### src/rtl/multicycle_ctrl_pkg.sv
// Shared constants for the RV32I multi-cycle controller: opcodes, ALU codes,
// FSM state encodings and datapath mux select codes.
package multicycle_ctrl_pkg;

   localparam logic [6:0] OP_R      = 7'b0110011;
   localparam logic [6:0] OP_I      = 7'b0010011;
   localparam logic [6:0] OP_LOAD   = 7'b0000011;
   localparam logic [6:0] OP_STORE  = 7'b0100011;
   localparam logic [6:0] OP_BRANCH = 7'b1100011;

   typedef enum logic [3:0] {
      ALU_ADD  = 4'd0,
      ALU_SUB  = 4'd1,
      ALU_AND  = 4'd2,
      ALU_OR   = 4'd3,
      ALU_XOR  = 4'd4,
      ALU_SLT  = 4'd5,
      ALU_SLL  = 4'd6,
      ALU_SRL  = 4'd7,
      ALU_SRA  = 4'd8,
      ALU_SLTU = 4'd9
   } alu_op_e;

   localparam logic [3:0] S_FETCH    = 4'd0;
   localparam logic [3:0] S_DECODE   = 4'd1;
   localparam logic [3:0] S_EXEC_R   = 4'd2;
   localparam logic [3:0] S_EXEC_I   = 4'd3;
   localparam logic [3:0] S_WB_ALU   = 4'd4;
   localparam logic [3:0] S_MEM_ADDR = 4'd5;
   localparam logic [3:0] S_MEM_RD   = 4'd6;
   localparam logic [3:0] S_WB_MEM   = 4'd7;
   localparam logic [3:0] S_MEM_WR   = 4'd8;
   localparam logic [3:0] S_BRANCH   = 4'd9;
   localparam logic [3:0] S_ILLEGAL  = 4'd10;
   localparam logic [3:0] S_TRAP     = 4'd11;

   localparam logic [1:0] A_PC     = 2'd0;
   localparam logic [1:0] A_RS1    = 2'd1;
   localparam logic [1:0] A_OLD_PC = 2'd2;

   localparam logic [1:0] B_RS2  = 2'd0;
   localparam logic [1:0] B_FOUR = 2'd1;
   localparam logic [1:0] B_IMM  = 2'd2;

   localparam logic ADDR_PC      = 1'b0;
   localparam logic ADDR_ALU_OUT = 1'b1;
   localparam logic PC_SRC_ALU     = 1'b0;
   localparam logic PC_SRC_ALU_OUT = 1'b1;
   localparam logic WB_ALU_OUT = 1'b0;
   localparam logic WB_MDR     = 1'b1;

   // BEQ/BNE only; any other branch funct3 is treated as not taken.
   function automatic logic branch_taken(input logic [2:0] funct3, input logic alu_zero);
      case (funct3)
         3'b000:  return alu_zero;
         3'b001:  return ~alu_zero;
         default: return 1'b0;
      endcase
   endfunction

endpackage

### src/rtl/multicycle_ctrl_if.sv
// Controller <-> datapath/memory bundle. The trap signal exists only when
// ILLEGAL_TRAP_EN is defined.
interface multicycle_ctrl_if;

   logic [6:0] opcode;
   logic [2:0] funct3;
   logic       funct7_b5;
   logic       alu_zero;
   logic       mem_ready;

   logic       mem_req;
   logic       mem_we;
   logic       addr_sel;
   logic       ir_we;
   logic       pc_we;
   logic       pc_src;
   logic       reg_we;
   logic       wb_sel;
   logic [1:0] alu_a_sel;
   logic [1:0] alu_b_sel;
   logic [3:0] alu_ctrl;
   logic       instr_done;
   logic       mem_err;
`ifdef ILLEGAL_TRAP_EN
   logic       trap;
`endif

   modport master (
`ifdef ILLEGAL_TRAP_EN
      output trap,
`endif
      input  opcode, funct3, funct7_b5, alu_zero, mem_ready,
      output mem_req, mem_we, addr_sel, ir_we, pc_we, pc_src, reg_we, wb_sel,
      output alu_a_sel, alu_b_sel, alu_ctrl, instr_done, mem_err
   );

   modport slave (
`ifdef ILLEGAL_TRAP_EN
      input  trap,
`endif
      output opcode, funct3, funct7_b5, alu_zero, mem_ready,
      input  mem_req, mem_we, addr_sel, ir_we, pc_we, pc_src, reg_we, wb_sel,
      input  alu_a_sel, alu_b_sel, alu_ctrl, instr_done, mem_err
   );

endinterface

### src/rtl/multicycle_ctrl_alu_decoder.sv
// Combinational ALU operation decoder for the R-type and I-type execute states.
module multicycle_ctrl_alu_decoder
   import multicycle_ctrl_pkg::*;
(
   input  logic       is_rtype_i,
   input  logic [2:0] funct3_i,
   input  logic       funct7_b5_i,
   output logic [3:0] alu_ctrl_o
);

   always_comb begin
      alu_ctrl_o = ALU_ADD;
      case (funct3_i)
         // instr[30] of an I-type is immediate bit 10, so SUB only exists for R-type.
         3'b000:  alu_ctrl_o = (is_rtype_i && funct7_b5_i) ? ALU_SUB : ALU_ADD;
         3'b001:  alu_ctrl_o = ALU_SLL;
         3'b010:  alu_ctrl_o = ALU_SLT;
         3'b011:  alu_ctrl_o = ALU_SLTU;
         3'b100:  alu_ctrl_o = ALU_XOR;
         3'b101:  alu_ctrl_o = funct7_b5_i ? ALU_SRA : ALU_SRL;
         3'b110:  alu_ctrl_o = ALU_OR;
         default: alu_ctrl_o = ALU_AND;
      endcase
   end

endmodule

### src/rtl/multicycle_ctrl.sv
// Multi-cycle control FSM for the RV32I subset core with a memory-wait watchdog.
// Optional feature: define ILLEGAL_TRAP_EN to halt in a sticky trap on illegal opcodes.
module multicycle_ctrl
   import multicycle_ctrl_pkg::*;
#(
   parameter int unsigned MAX_WAIT = 255,
   parameter int unsigned CNT_W    = 8
) (
   input logic clk,
   input logic rst_n,
   multicycle_ctrl_if.master bus
);

   localparam bit               WD_EN     = (MAX_WAIT != 0);
   localparam logic [CNT_W-1:0] WAIT_LAST = CNT_W'(WD_EN ? MAX_WAIT - 1 : 0);

   logic [3:0]       state_q, state_d;
   logic [CNT_W-1:0] wait_cnt_q, wait_cnt_d;
   logic [3:0]       dec_alu_ctrl;
   logic             mem_wait, wd_expire;

   logic       mem_req, mem_we, addr_sel, ir_we, pc_we, pc_src, reg_we, wb_sel;
   logic       instr_done, mem_err;
   logic [1:0] alu_a_sel, alu_b_sel;
   logic [3:0] alu_ctrl;
`ifdef ILLEGAL_TRAP_EN
   logic       trap;
`endif

   multicycle_ctrl_alu_decoder u_alu_dec (
      .is_rtype_i  (state_q == S_EXEC_R),
      .funct3_i    (bus.funct3),
      .funct7_b5_i (bus.funct7_b5),
      .alu_ctrl_o  (dec_alu_ctrl)
   );

   always_comb begin
      // NOTE: every signal written here gets a default first, so no path can infer a latch.
      state_d    = state_q;
      mem_req    = 1'b0;
      mem_we     = 1'b0;
      addr_sel   = ADDR_PC;
      ir_we      = 1'b0;
      pc_we      = 1'b0;
      pc_src     = PC_SRC_ALU;
      reg_we     = 1'b0;
      wb_sel     = WB_ALU_OUT;
      alu_a_sel  = A_PC;
      alu_b_sel  = B_RS2;
      alu_ctrl   = ALU_ADD;
      instr_done = 1'b0;
      mem_err    = 1'b0;
`ifdef ILLEGAL_TRAP_EN
      trap       = 1'b0;
`endif

      case (state_q)
         S_FETCH: begin
            mem_req   = 1'b1;
            alu_b_sel = B_FOUR;
            if (bus.mem_ready) begin
               ir_we   = 1'b1;
               pc_we   = 1'b1;
               state_d = S_DECODE;
            end
         end
         S_DECODE: begin
            // Speculatively form the branch target old_pc+imm into alu_out.
            alu_a_sel = A_OLD_PC;
            alu_b_sel = B_IMM;
            case (bus.opcode)
               OP_R:               state_d = S_EXEC_R;
               OP_I:               state_d = S_EXEC_I;
               OP_LOAD, OP_STORE:  state_d = S_MEM_ADDR;
               OP_BRANCH:          state_d = S_BRANCH;
               default:            state_d = S_ILLEGAL;
            endcase
         end
         S_EXEC_R: begin
            alu_a_sel = A_RS1;
            alu_b_sel = B_RS2;
            alu_ctrl  = dec_alu_ctrl;
            state_d   = S_WB_ALU;
         end
         S_EXEC_I: begin
            alu_a_sel = A_RS1;
            alu_b_sel = B_IMM;
            alu_ctrl  = dec_alu_ctrl;
            state_d   = S_WB_ALU;
         end
         S_WB_ALU: begin
            reg_we     = 1'b1;
            instr_done = 1'b1;
            state_d    = S_FETCH;
         end
         S_MEM_ADDR: begin
            alu_a_sel = A_RS1;
            alu_b_sel = B_IMM;
            state_d   = (bus.opcode == OP_STORE) ? S_MEM_WR : S_MEM_RD;
         end
         S_MEM_RD: begin
            mem_req  = 1'b1;
            addr_sel = ADDR_ALU_OUT;
            if (bus.mem_ready) state_d = S_WB_MEM;
         end
         S_WB_MEM: begin
            reg_we     = 1'b1;
            wb_sel     = WB_MDR;
            instr_done = 1'b1;
            state_d    = S_FETCH;
         end
         S_MEM_WR: begin
            mem_req  = 1'b1;
            mem_we   = 1'b1;
            addr_sel = ADDR_ALU_OUT;
            if (bus.mem_ready) begin
               instr_done = 1'b1;
               state_d    = S_FETCH;
            end
         end
         S_BRANCH: begin
            alu_a_sel  = A_RS1;
            alu_b_sel  = B_RS2;
            alu_ctrl   = ALU_SUB;
            pc_src     = PC_SRC_ALU_OUT;
            pc_we      = branch_taken(bus.funct3, bus.alu_zero);
            instr_done = 1'b1;
            state_d    = S_FETCH;
         end
         S_ILLEGAL: begin
`ifdef ILLEGAL_TRAP_EN
            trap    = 1'b1;
            state_d = S_TRAP;
`else
            // PC was already advanced in FETCH, so retiring here skips the word.
            instr_done = 1'b1;
            state_d    = S_FETCH;
`endif
         end
`ifdef ILLEGAL_TRAP_EN
         S_TRAP: trap = 1'b1;
`endif
         default: state_d = S_FETCH;
      endcase

      // Abort wins over the hold in any memory state; ready in the same cycle wins over abort.
      mem_wait  = mem_req & ~bus.mem_ready;
      wd_expire = WD_EN && mem_wait && (wait_cnt_q == WAIT_LAST);
      if (wd_expire) begin
         mem_err = 1'b1;
         state_d = S_FETCH;
      end

      wait_cnt_d = '0;
      if (mem_wait && !wd_expire)
         wait_cnt_d = (&wait_cnt_q) ? wait_cnt_q : wait_cnt_q + CNT_W'(1);
   end

   always_ff @(posedge clk or negedge rst_n) begin
      if (!rst_n) begin
         state_q    <= S_FETCH;
         wait_cnt_q <= '0;
      end else begin
         // NOTE: sequential state uses <= so every flop samples pre-edge values.
         state_q    <= state_d;
         wait_cnt_q <= wait_cnt_d;
      end
   end

   // NOTE: outputs are gated by rst_n combinationally, since the reset state itself requests a fetch.
   assign bus.mem_req    = rst_n & mem_req;
   assign bus.mem_we     = rst_n & mem_we;
   assign bus.addr_sel   = rst_n & addr_sel;
   assign bus.ir_we      = rst_n & ir_we;
   assign bus.pc_we      = rst_n & pc_we;
   assign bus.pc_src     = rst_n & pc_src;
   assign bus.reg_we     = rst_n & reg_we;
   assign bus.wb_sel     = rst_n & wb_sel;
   assign bus.alu_a_sel  = rst_n ? alu_a_sel : 2'b00;
   assign bus.alu_b_sel  = rst_n ? alu_b_sel : 2'b00;
   assign bus.alu_ctrl   = rst_n ? alu_ctrl  : 4'b0000;
   assign bus.instr_done = rst_n & instr_done;
   assign bus.mem_err    = rst_n & mem_err;
`ifdef ILLEGAL_TRAP_EN
   assign bus.trap       = rst_n & trap;
`endif

endmodule
### src/flat_wrapper.sv
// flat-port wrapper written by rule: the top's interface ports become plain ports
module multicycle_ctrl_flat import multicycle_ctrl_pkg::*;
#(
   parameter int unsigned MAX_WAIT = 255,
   parameter int unsigned CNT_W    = 8
)
  (clk, rst_n, bus_opcode, bus_funct3, bus_funct7_b5, bus_alu_zero, bus_mem_ready, bus_mem_req, bus_mem_we, bus_addr_sel, bus_ir_we, bus_pc_we, bus_pc_src, bus_reg_we, bus_wb_sel, bus_alu_a_sel, bus_alu_b_sel, bus_alu_ctrl, bus_instr_done, bus_mem_err);
  multicycle_ctrl_if bus_i ();
  input logic clk;
  input logic rst_n;
  input wire logic [$bits(bus_i.opcode)-1:0] bus_opcode;
  input wire logic [$bits(bus_i.funct3)-1:0] bus_funct3;
  input wire logic [$bits(bus_i.funct7_b5)-1:0] bus_funct7_b5;
  input wire logic [$bits(bus_i.alu_zero)-1:0] bus_alu_zero;
  input wire logic [$bits(bus_i.mem_ready)-1:0] bus_mem_ready;
  output wire logic [$bits(bus_i.mem_req)-1:0] bus_mem_req;
  output wire logic [$bits(bus_i.mem_we)-1:0] bus_mem_we;
  output wire logic [$bits(bus_i.addr_sel)-1:0] bus_addr_sel;
  output wire logic [$bits(bus_i.ir_we)-1:0] bus_ir_we;
  output wire logic [$bits(bus_i.pc_we)-1:0] bus_pc_we;
  output wire logic [$bits(bus_i.pc_src)-1:0] bus_pc_src;
  output wire logic [$bits(bus_i.reg_we)-1:0] bus_reg_we;
  output wire logic [$bits(bus_i.wb_sel)-1:0] bus_wb_sel;
  output wire logic [$bits(bus_i.alu_a_sel)-1:0] bus_alu_a_sel;
  output wire logic [$bits(bus_i.alu_b_sel)-1:0] bus_alu_b_sel;
  output wire logic [$bits(bus_i.alu_ctrl)-1:0] bus_alu_ctrl;
  output wire logic [$bits(bus_i.instr_done)-1:0] bus_instr_done;
  output wire logic [$bits(bus_i.mem_err)-1:0] bus_mem_err;
  assign bus_i.opcode = bus_opcode;
  assign bus_i.funct3 = bus_funct3;
  assign bus_i.funct7_b5 = bus_funct7_b5;
  assign bus_i.alu_zero = bus_alu_zero;
  assign bus_i.mem_ready = bus_mem_ready;
  assign bus_mem_req = bus_i.mem_req;
  assign bus_mem_we = bus_i.mem_we;
  assign bus_addr_sel = bus_i.addr_sel;
  assign bus_ir_we = bus_i.ir_we;
  assign bus_pc_we = bus_i.pc_we;
  assign bus_pc_src = bus_i.pc_src;
  assign bus_reg_we = bus_i.reg_we;
  assign bus_wb_sel = bus_i.wb_sel;
  assign bus_alu_a_sel = bus_i.alu_a_sel;
  assign bus_alu_b_sel = bus_i.alu_b_sel;
  assign bus_alu_ctrl = bus_i.alu_ctrl;
  assign bus_instr_done = bus_i.instr_done;
  assign bus_mem_err = bus_i.mem_err;
  multicycle_ctrl #(.MAX_WAIT(MAX_WAIT), .CNT_W(CNT_W)) u_core (.clk(clk), .rst_n(rst_n), .bus(bus_i));
endmodule
### config.mk
export PLATFORM = sky130hd
export DESIGN_NAME = multicycle_ctrl_flat
export DESIGN_NICKNAME = d
export VERILOG_FILES = /design/src/rtl/multicycle_ctrl_pkg.sv /design/src/rtl/multicycle_ctrl_if.sv /design/src/rtl/multicycle_ctrl_alu_decoder.sv /design/src/rtl/multicycle_ctrl.sv /design/src/flat_wrapper.sv
export SDC_FILE = /design/constraint.sdc
export NUM_CORES = 1
export LEC_CHECK = 0
export CAP_MARGIN = 20
export CORE_MARGIN = 2
export CORE_UTILIZATION = 38
export DETAILED_ROUTE_END_ITERATION = 10
export PLACE_DENSITY_LB_ADDON = 0.2
export SYNTH_ARGS = -nofsm -noshare
export SYNTH_HDL_FRONTEND = slang
export SYNTH_SLANG_ARGS = --single-unit
### constraint.sdc
create_clock -name clk -period 1.7 [get_ports clk]
set_clock_uncertainty 0.1 [all_clocks]
set_input_delay 0.255 -clock clk [delete_from_list [all_inputs] [get_ports clk]]
set_output_delay 0.255 -clock clk [all_outputs]
set_load 0.03 [all_outputs]
Word level (Yosys, flattened, before mapping)
Cells that the tools add are included.
{ "op_classes": {"n_addsub": 1, "multipliers": 0, "div": 0, "magnitude_cmp": 0, "eq_ne": 26, "shift": 0, "n_mux": 30, "bitwise": 13, "reduce_logical": 16} }
{ "ops": {"columns": ["operator", "n"], "rows": [
  ["2-to-1 mux 4 bit", 7],
  ["one-hot mux 4 bit (7 select lines)", 1],
  ["one-hot mux 4 bit (6 select lines)", 1],
  ["equality test 4 x 3 -> 1 bit, second input constant", 4],
  ["2-to-1 mux 8 bit", 2],
  ["one-hot mux 4 bit (4 select lines)", 1],
  ["equality test 7 x 6 -> 1 bit, second input constant", 2],
  ["equality test 4 bit, second input constant", 3],
  ["bitwise AND 1 bit", 11],
  ["2-to-1 mux 1 bit", 10],
  ["equality test 3 bit, second input constant", 3],
  ["inequality test 3 x 2 -> 1 bit, second input constant", 3],
  ["adder 8 x 1 -> 8 bit, second input constant", 1],
  ["equality test 4 x 2 -> 1 bit, second input constant", 2],
  ["equality test 8 bit, second input constant", 1],
  ["one-hot mux 2 bit (2 select lines)", 2],
  ["one-hot mux 4 bit (2 select lines)", 1],
  ["AND reduction 8 bit", 1],
  ["OR reduction 2 bit", 4],
  ["OR reduction 4 bit", 2],
  ["equality test 7 x 2 -> 1 bit, second input constant", 1],
  ["equality test 7 x 5 -> 1 bit, second input constant", 1],
  ["equality test 7 bit, second input constant", 1],
  ["equality test 3 x 2 -> 1 bit, second input constant", 2],
  ["other kinds (12)", 19]
]} }
{ "totals": {"ff_bits": 12, "latch_bits": 0, "ram_bits": 0, "mem_bits_ro": 0, "wordCells": 88, "mem_count": 0} }

Longest topological paths before layout
{ "depth": {"word_depth": 8, "mapped_depth": 6, "depth_no_buf": 5} }

Modules after synthesis
From an unflattened synthesis, not the netlist that was laid out.
{ "hier_totals": {"cells_unflattened": 142, "hier_area_um2": 1118.6} }
{ "by_module_without_submodules": {"columns": ["mod", "instances", "cells_per_inst", "area_per_inst_um2", "seq_area_each_um2"], "rows": [
  ["multicycle_ctrl", 1, 129, 1013.5, 300.3],
  ["multicycle_ctrl_alu_decoder", 1, 13, 105.1, 0.0]
]} }

Least setup slack after synthesis
Ideal clock, no wire load.
{ "synth_path": {"path_type": "register to output", "from": "register u_core.state_q[1]", "to": "output port bus_alu_ctrl[2]", "arrival_time_ns": 2.406, "setup_slack_ns": -1.061, "path_stages_with_launch": 4, "path_buffers": 1, "path_cell_list": "dfrtp_1 clkbuf_1 nand3_1 a2111oi_0"} }
{ "synth_via": {"elab_chain_len": 4, "elab_cells_between_ends": 6} }
{ "synth_rtl": {"columns": ["element", "line_no", "source"], "rows": [
  ["start, declared", "multicycle_ctrl.sv:17", "logic [3:0] state_q, state_d;"],
  ["start signal, assigned", "multicycle_ctrl.sv:165", "state_q <= state_d;"],
  ["equality test 4 x 2 -> 1 bit", "multicycle_ctrl.sv:57", "case (state_q)"],
  ["OR reduction 2 bit (no line)", null, null],
  ["one-hot mux 4 bit (2 select lines) *", "multicycle_ctrl.sv:57", null],
  ["2-to-1 mux 4 bit *", "multicycle_ctrl.sv:181", "assign bus.alu_ctrl = rst_n ? alu_ctrl : 4'b0000;"],
  ["end, declared", "flat_wrapper.sv:26", "output wire logic [$bits(bus_i.alu_ctrl)-1:0] bus_alu_ctrl;"]
]} }
Mark *: on every way between the ends. The rest lies on a longest branch, timed or not.

Final worst setup path
{ "layout_path": {"from": "register u_core.state_q[3]", "to": "output port bus_alu_a_sel[0]"} }
{ "layout_via": {"elab_chain_len": 4, "elab_cells_between_ends": 8} }
{ "layout_rtl": {"columns": ["element", "line_no", "source"], "rows": [
  ["equality test 4 x 2 -> 1 bit (tied with other cells)", "multicycle_ctrl.sv:57", null],
  ["OR reduction 4 bit (no line)", null, null],
  ["one-hot mux 2 bit (2 select lines) *", "multicycle_ctrl.sv:57", null],
  ["2-to-1 mux 2 bit *", "multicycle_ctrl.sv:179", "assign bus.alu_a_sel = rst_n ? alu_a_sel : 2'b00;"],
  ["end, declared", "flat_wrapper.sv:24", "output wire logic [$bits(bus_i.alu_a_sel)-1:0] bus_alu_a_sel;"]
]} }
Marks and branches as above.

==> impl_metrics.yaml <==
logic_synthesis:
  async_flop_share_pct: 100.0
  synth-edff-count: 0
  syn_inst: 139
  ys_ff_latch: 12
  yosysWarnings: 0
  synth_commonest_cells: "nor2_1 (17), a21oi_1 (12), dfrtp_1 (12)"
  yosysMostFrequentCell: "nor2_1"
  synth_top_area_share_pct: 28.27
  ys_seq_area_share_pct: 28.27
  synth_area_mm2: 0.001062
  yosysUniqueCellTypes: 43
  yosysTopAreaCell: "dfrtp_1"
  synth_nets: 156
  ys.flop_type: "dfrtp_1"
  synth_area_leaders: "dfrtp_1 (28%), nor2_1 (6.0%), a21oi_1 (5.7%)"
  syn_avg_cell_area_um2: 7.642
drt:
  wl_met1_mm: 1.967
  routed_wl_mm: 5.451
  drt-initial-drc-count: 99
  num_vias: 1604
  vias_per_cell: 6.076
  wl_per_cell_um: 20.65
  drtAntennaViolNets: 0
  highest_layer: "met4"
  drcViolationCount: 0
  route.met2.wl_mm: 2.954
  wl_met3_um: 324
  drt_first_pass_iters: 4
clock_tree:
  clkSinkCount: 12
  root_buffer: "clkbuf_4"
  path_clk_slew_ns: 0.08
  clockBufferDepth: 2
  htree_levels: 1
  cts_made_buffers: 3
  cts_tree: "built"
  clk_latency_ns: 0.27
  ctsHoldBuffers: 0
finish:
  stdcell_area_mm2: 0.002394
  final_util_pct: 88.32
  fill_cells: 129
  drive_above_1_share_pct: 67.38
  syn_to_final_growth_pct: 125.3
  antenna_cells: 0
  layout.nets: 251
global_routing:
  grt_pass1_wl_mm: 6.596
  grt-ovfl-total: 0
  antenna_found_initial: 0
  grt_start_max_net_pins: 11
  grt_pass1_vias: 1479
  grt_usage_pct: 25.59
worst_setup_path:
  critPathKind: "flip-flop to output port"
  crit_arrival_ns: 1.64
  critPathMaxStageDelay_ns: 0.47
  cp_slowest_cell: "dfrtp_2"
  path_cells: "buf_6 > nand2b_4 > buf_6 > a21oi_2 > a21oi_1 > nor2_1 > buf_4"
  crit_cells: 7
  cpMostUsedCell: "buf_6"
  endpoint_kind: "output port"
  cp.required_ns: 1.34
  cp-start-kind: "flip-flop"
  path_max_fanout: 4
  crit_family: "flip-flops"
  critPathBufInv: 3
  reg2regPathDepth: 5
placement:
  hpwl_mm: 2.584
  place_area_mm2: 0.001757
  pre_cts_ws_ns: -0.3059
  place.gp.congestion: 0.8865
  io_buffers: 32
sta:
  worstMarginPinSlew_ns: 0.6198
  layout_worst_path_cycle_share_pct: 117.1
  setup_ws_ns: -0.2904
  fin_setup_tns_ns: -4.280
  setup_viol: 29
  final_hold_viol_count: 0
  hold_slack_ns: 0.1906
  slew_viol_final: 0
  rsz0062_at_grt: "true"
  fin_crit_ns: 1.990
  maxSlewHeadroom_pct: 58.16
  fmax_mhz: 502.4
outcome:
  violations: "setup timing"
  run_status: "finished with violations"
flow_run:
  maxCapViolCount: 0
power:
  vdd_ir_drop_max_mv: 1.195
  p_leak_uw: 0.0009988
  power_density_mw_per_mm2: 1296
die:
  die_w_um: 56.87
  start_util_pct: 39.20
  die_area_mm2: 0.003234
  boundaryPins: 33
  core_area_mm2: 0.002710
  num_rows: 19
  fp.dieH_um: 56.87
worst_hold_path:
  hold_path_class: "primary input to asynchronous set/reset pin"
## registers in the layout (all words and copies together) (netlist names)
register and count:
u_core.state_q 4, u_core.wait_cnt_q 8
## logic make-up (layout without fill, tap and decap cells)
| logic type | after synthesis | after routing | share of synthesized area [%] |
|---|---|---|---|
| simple gates | 64 | 64 | 32.86 |
| compound gates | 40 | 40 | 25.80 |
| buf+inv | 16 | 110 | 6.478 |
| flops | 12 | 12 | 28.27 |
| xor+xnor | 4 | 4 | 3.298 |
| fa+ha+maj | 3 | 3 | 3.298 |
## stage by stage
step | total power [uW] | std cells
6_report | 3102 | 264
2_1_floorplan | 1282 | 139
3_5_place_dp | 1837 | 235
3_3_place_gp | 1796 | 235
5_1_grt | 3222 | 264
4_1_cts | 2535 | 252
## worst register-to-register path, stage by stage, from the launching register on
cell	delay, ns
dfrtp_2	0.47
and2b_2	0.27
a21oi_2	0.08
or4b_4	0.52
buf_6	0.17
o211ai_2	0.16
## power breakdown
| group | switching [uW] | total [uW] | internal [uW] |
|---|---|---|---|
| clock network | 93.5 | 224 | 130 |
| logic | 1230 | 2420 | 1190 |
| registers | 113 | 463 | 350 |
## metal layers
| metal | vias up | GRT usage (%) |
|---|---|---|
| met1 | 791 | 27.36 |
| li1 | 708 | - |
| met5 | - | 0 |
| met4 | 0 | 6.645 |
| met2 | 84 | 51.00 |
| met3 | 21 | 3.917 |
## cells in the final DEF, fill, tap and decap left out, drive strengths merged, types with 2 or more instances in the layout
cell type / netlist / layout
or4: 2 / 2
o31ai: 4 / 4
a211oi: 6 / 6
dlygate4sd2: 0 / 5
o211ai: 2 / 2
inv: 8 / 8
a21oi: 13 / 13
o21ai: 4 / 4
nor2: 17 / 17
dfrtp: 12 / 12
nor2b: 2 / 2
buf: 2 / 84
nor3: 11 / 11
clkbuf: 6 / 4
ha: 2 / 2
and3: 2 / 2
a31oi: 3 / 3
xnor2: 4 / 4
nand3: 5 / 5
nand4: 3 / 3
a21o: 2 / 2
clkdlybuf4s50: 0 / 9
nand2: 9 / 9
nand2b: 4 / 4
## layout make-up
cell class	count	area, um^2	share of cell area [%]
flip-flops and latches	12	305.3	12.75
well taps	31	38.79	1.620
clock buffers	4	36.28	1.516
multi-input cells	111	1111	46.42
repair buffers	98	869.6	36.33
inverters	8	32.53	1.359
## final timing paths
kind | endpoint | slack (ns) | startpoint
max in group asynchronous | u_core.wait_cnt_q[7] | 1.16 | rst_n
worst min-delay path | u_core.wait_cnt_q[2] | 0.19 | rst_n
worst min register to register | u_core.wait_cnt_q[1] | 0.53 | u_core.wait_cnt_q[1]
min in group clk | u_core.wait_cnt_q[1] | 0.53 | u_core.wait_cnt_q[1]
worst max register to register | u_core.state_q[1] | -0.15 | u_core.state_q[3]
worst max-delay path | bus_alu_a_sel[0] | -0.29 | u_core.state_q[3]
## timing repair
| action | 4_1_cts | 5_1_grt |
|---|---|---|
| endpoints found under the setup margin | 24 | 28 |
| gates cloned | 0 | 1 |
| hold endpoints to repair | 0 | 0 |
| pin swaps | 13 | 23 |
| setup buffers | 13 | 14 |
| gates resized for setup | 52 | 54 |
(Power assumes the default switching activity.)
